File: src/rtl/rr_stream_mux.sv
// rr_stream_mux: N-channel valid/ready stream multiplexer with a single
// registered output stage. Channel selection is either fixed (sel) or fair
// round-robin starting after the last granted channel.
//
// Ports:
//   clk, rst_n          clock, synchronous active-low reset
//   mode                0 = fixed select, 1 = round-robin
//   sel                 channel index used in fixed mode
//   in_valid/in_data    per-channel request, channel i at [i*WIDTH +: WIDTH]
//   in_ready            per-channel ready, one-hot or zero (combinational)
//   out_valid/out_data  registered output word
//   out_ch              source channel of out_data
//   out_ready           consumer ready
module rr_stream_mux #(
  parameter int WIDTH    = 4,
  parameter int CHANNELS = 4,
  parameter int SEL_W    = $clog2(CHANNELS)
) (
  input  logic                      clk,
  input  logic                      rst_n,
  input  logic                      mode,
  input  logic [SEL_W-1:0]          sel,
  input  logic [CHANNELS-1:0]       in_valid,
  input  logic [CHANNELS*WIDTH-1:0] in_data,
  output logic [CHANNELS-1:0]       in_ready,
  output logic                      out_valid,
  output logic [WIDTH-1:0]          out_data,
  output logic [SEL_W-1:0]          out_ch,
  input  logic                      out_ready
);

  logic             r_out_valid;
  logic [WIDTH-1:0] r_out_data;
  logic [SEL_W-1:0] r_out_ch;
  logic [SEL_W-1:0] r_ptr;

  logic             w_accept;
  logic             w_grant;
  logic [SEL_W-1:0] w_g;
  logic [CHANNELS-1:0] w_rdy;
  int               w_best;
  int               w_dist;

  assign w_accept = !r_out_valid || out_ready;

  // Round-robin: each channel's distance from ptr+1 (mod CHANNELS) ranks it,
  // so ptr itself has the largest distance and is searched last.
  always_comb begin
    w_grant = 1'b0;
    w_g     = '0;
    w_best  = CHANNELS;
    w_dist  = 0;
    if (mode) begin
      for (int i = 0; i < CHANNELS; i++) begin
        w_dist = (i + CHANNELS - 1 - int'(r_ptr)) % CHANNELS;
        if (in_valid[i] && (w_dist < w_best)) begin
          w_best  = w_dist;
          w_grant = 1'b1;
          w_g     = SEL_W'(i);
        end
      end
    end else begin
      // Out-of-range sel matches no channel, so it produces no grant.
      for (int i = 0; i < CHANNELS; i++) begin
        if ((sel == SEL_W'(i)) && in_valid[i]) begin
          w_grant = 1'b1;
          w_g     = SEL_W'(i);
        end
      end
    end
  end

  always_comb begin
    w_rdy = '0;
    if (rst_n && w_accept && w_grant) w_rdy[w_g] = 1'b1;
  end

  assign in_ready = w_rdy;

  always_ff @(posedge clk) begin
    if (!rst_n) begin
      r_out_valid <= 1'b0;
      r_out_data  <= '0;
      r_out_ch    <= '0;
      r_ptr       <= SEL_W'(CHANNELS - 1);
    end else if (w_accept) begin
      if (w_grant) begin
        r_out_valid <= 1'b1;
        r_out_data  <= in_data[w_g*WIDTH +: WIDTH];
        r_out_ch    <= w_g;
        r_ptr       <= w_g;
      end else begin
        r_out_valid <= 1'b0;
      end
    end
  end

  assign out_valid = r_out_valid;
  assign out_data  = r_out_data;
  assign out_ch    = r_out_ch;

endmodule

File: config.mk
export PLATFORM = sky130hd
export DESIGN_NAME = rr_stream_mux
export DESIGN_NICKNAME = d
export VERILOG_FILES = /design/src/rtl/rr_stream_mux.sv
export SDC_FILE = /design/constraint.sdc
export NUM_CORES = 1
export LEC_CHECK = 0
export CAP_MARGIN = 20
export CORE_MARGIN = 4
export CORE_UTILIZATION = 46
export CTS_BUF_LIST = sky130_fd_sc_hd__clkbuf_4 sky130_fd_sc_hd__clkbuf_8
export DETAILED_ROUTE_END_ITERATION = 6
export PLACE_DENSITY = 0.82
export SYNTH_ARGS = -nofsm -noshare
export SYNTH_HDL_FRONTEND = slang
export SYNTH_SLANG_ARGS = --single-unit
File: constraint.sdc
create_clock -name clk -period 5.45 [get_ports clk]
set_input_delay 0.545 -clock clk [delete_from_list [all_inputs] [get_ports clk]]
set_output_delay 0.545 -clock clk [all_outputs]
set_load 0.02 [all_outputs]
==> results by group <==
Synthesis
  • Ys Warns: 0
  • Main combinational cell family by area after synthesis: compound AO/OA/AOI/OAI gates
  • Post-Syn Area: between 1000 and 1500 µm²
  • Synthesized Nets: approximately 160
  • XOR/XNOR Fraction of Synth Area: less than 1%
  • Post-synthesis mux area share: under 10%
  • Synth area leader: dfxtp_1
  • EDFF count, synth: 0
  • Mapped Avg Cell Area: 7.941 µm²
  • Async SR Flop Fraction: 0%
  • Register area share after synthesis: roughly 18%
  • Yosys top cell area share: between 10% and 20%
  • Gate Count Post-Synth: 127
  • Synth Area in Adders: approximately 3.7%
  • Compound-gate portion of the synthesized area: just under 50%
  • Synth top area cells: dfxtp_1 (18%), a211oi_1 (13%), a41o_1 (7.9%)
  • FF+latch count, synth: 9
  • Synth Flop Type: dfxtp_1
  • Synth Area in Simple Gates: 13.77%
  • Synth unique cells: 35

STA
  • Final Setup Violations: 0
  • Slack of the critical path: about 530 ps
  • Worst Skew: 1.438 ps
  • Final period util: 90.33%
  • Hold Vio Cnt, Final: 0
  • Setup TNS: 0 ps
  • Worst-Margin Slew: slightly above 1000 ps
  • RSZ-0062 raised after global routing: false
  • Slew HR: between 30 and 40%
  • Final Max Tran Viols: 0
  • Fin crit period: between 4000 and 5000 ps
  • Max Freq: 203.1 MHz

Routing
  • Number of DRC markers in iteration 0: 39
  • Vias: between 1000 and 1500
  • Routed WL: roughly 3000 µm
  • DRC: 0
  • Vias per std cell: ~6.2
  • Drt pass-1 iters: 4
  • WL/cell: 16.05 µm
  • Final ANT Viol Nets: 0

Worst setup path
  • Crit-path max FO: 4
  • Critical Path RT: 4910 ps
  • Crit end category: output port
  • Setup CP Type: in2out
  • Max incr delay on CP: between 400 and 500 ps
  • CP cell instances: clkdlybuf4s50_1, nand2_1, ha_1, a21boi_2, nand2_1, o21ai_0, ha_1, and4b_1, a22oi_2, mux2_2, ha_1, a21oi_1, o21ai_1, a211oi_2, nor2_1, nor3_1, dlymetal6s2s_1
  • Slowest stage cell, crit path: clkdlybuf4s50_1
  • Crit path DAT: ~4400 ps
  • Most used cell, CP: ha_1
  • Type of origin of the critical path: input port

Die
  • Die W: 54.82 µm
  • Core area: around 2000 µm²
  • Num rows: 16
  • Die Area: between 3000 and 4000 µm²
  • IO Count: 37
  • Initial Util: 49.88%
  • Die height: approximately 55 µm

GRT
  • Global Route met3 Usage: around 2.2%
  • GR Util All Layers: a little over a fifth
  • Overflow after GRT: 0
  • Initial antenna violation count: 0
  • First-pass GRT wire length: roughly 4700 µm
  • Vias in the first global route: between 1000 and 1500
  • Grt peak-use layer: met2
  • Grt met2 use: between 30% and 40%
  • Pin count of the biggest net entering global routing: 20
  • Met1 GRT Util: 29.41%

Pwr
  • Power Density: 255.1 nW/µm²
  • Leak: between 0.6 and 0.7 nW
  • Maximum VDD drop: roughly 0.00019 V

Flow run
  • # Max-Cap Violations: 0

Cells and area
  • ANT cells: 0
  • Design area: 1418 µm²
  • Commonest non-fill, non-tap cell in the layout: clkdlybuf4s50_1
  • Layout fillers: between 150 and 200
  • Layout cell share with drive strength beyond 1: ~10%
  • Final nets: approximately 190
  • Commonest cells after routing, fill and taps aside: clkdlybuf4s50_1 (32), a211oi_1 (16), inv_1 (13), dfxtp_1 (9)
  • Final cell count without fillers: roughly 190
  • Synthesis-to-layout area growth: 40.57%

Placed design
  • Final HPWL DP: between 2000 and 2500 µm
  • Routability cong.: between 0.8 and 0.9
  • DP Worst Slack: about 73 ps
  • Dpl cells: between 150 and 200
  • IO Port Bufs: 36
  • Dpl cell area: approximately 1400 µm²

CTS
  • Root buffer cell: clkbuf_4
  • CTS Buffer Depth: 2
  • CTS tree: done
  • CTS buffer count: 3
  • Setup bufs post-CTS: 0
  • CTS HTree Levels: 1
  • CTS Sinks: 9
  • Latest clock arrival within the worst-skew pair: approximately 250 ps
  • Clock slew at reported path FFs: around 50 ps

Hold path
  • Hold Path Class: reg2reg

Outcome
  • Status: finished, final reports clean
-- final timing paths --
kind	start	endpoint	slack [ps]	cells after the start
setup / recovery	in_valid[0]	in_ready[3]	530	17
hold / removal	out_ch[1]	out_ch[1]	460	2
setup reg to reg	r_ptr[0]	out_data[3]	1170	16
hold reg to reg	out_ch[1]	out_ch[1]	460	2
-- synthesized netlist by cell type (2+ instances only) --
library cell  number
a311oi_1           8
mux2_2             2
a21oi_1            4
o21ai_0            3
o21a_1             3
buf_2              9
dfxtp_1            9
a41o_1             8
o211ai_1           4
nor3_1             3
nand2_1            6
a211oi_1          17
nor4_1             2
nand3_1            5
o221ai_1           4
inv_1             13
o21ai_1            3
nor2b_1            3
nor2_1             3
ha_1               3
-- worst max-delay path: cells and delay by family --
family	cells	cell delay (ps)
buf+inv	2	760
simple gates	5	720
compound gates	6	1250
fa+ha+maj	3	710
mux	1	370
-- cell families after synthesis --
group / count (synthesis)
compound gates: 61
simple gates: 26
buf+inv: 23
flops: 9
mux: 4
fa+ha+maj: 3
xor+xnor: 1
-- power by group --
group	switching (mW)	leakage (nW)	internal [mW]
clock network	0.0202	0.0184	0.0330
registers	0.00757	0.0747	0.0776
logic	0.126	0.543	0.0969
total	0.154	0.636	0.207
-- area by class of cell --
type	instances	area, µm²	share of cell area, %
multi-input combinational	95	739.5	52.16
timing repair buffer	38	385.4	27.18
sequential	9	180.2	12.71
inverter	13	48.80	3.442
tap	27	33.78	2.383
clock buffer	4	30.03	2.118
-- per-layer routing --
metal | part of all wire (%) | vias to the layer above | wire length (µm)
met4 | 0.97 | 0 | 29
met5 | 0 | - | 0
met2 | 49 | 35 | 1456
li1 | - | 586 | -
met3 | 5.3 | 4 | 158
met1 | 45 | 521 | 1342
-- metrics by stage --
step           total power, mW  hold slack, ps  util (%)
6_report                0.3616           464.0     70.11
5_1_grt                 0.3923           519.8     70.11
4_1_cts                 0.3609           468.4     69.18
3_5_place_dp            0.3038           453.4     67.70
3_3_place_gp            0.2990           449.1     67.70
2_1_floorplan           0.2348           509.7         -
-- timing repair --
action / in CTS / in global routing
endpoints found under the setup margin: 0 / 4
hold buffers: 0 / 0
resized for setup: 0 / 6
-- registers in the layout, indices dropped and copies added (netlist names) --
| name | flops |
|---|---|
| out_data | 4 |
| out_ch | 2 |
| r_ptr | 2 |
| out_valid | 1 |
Note: power is estimated with default switching activity, not from simulation.
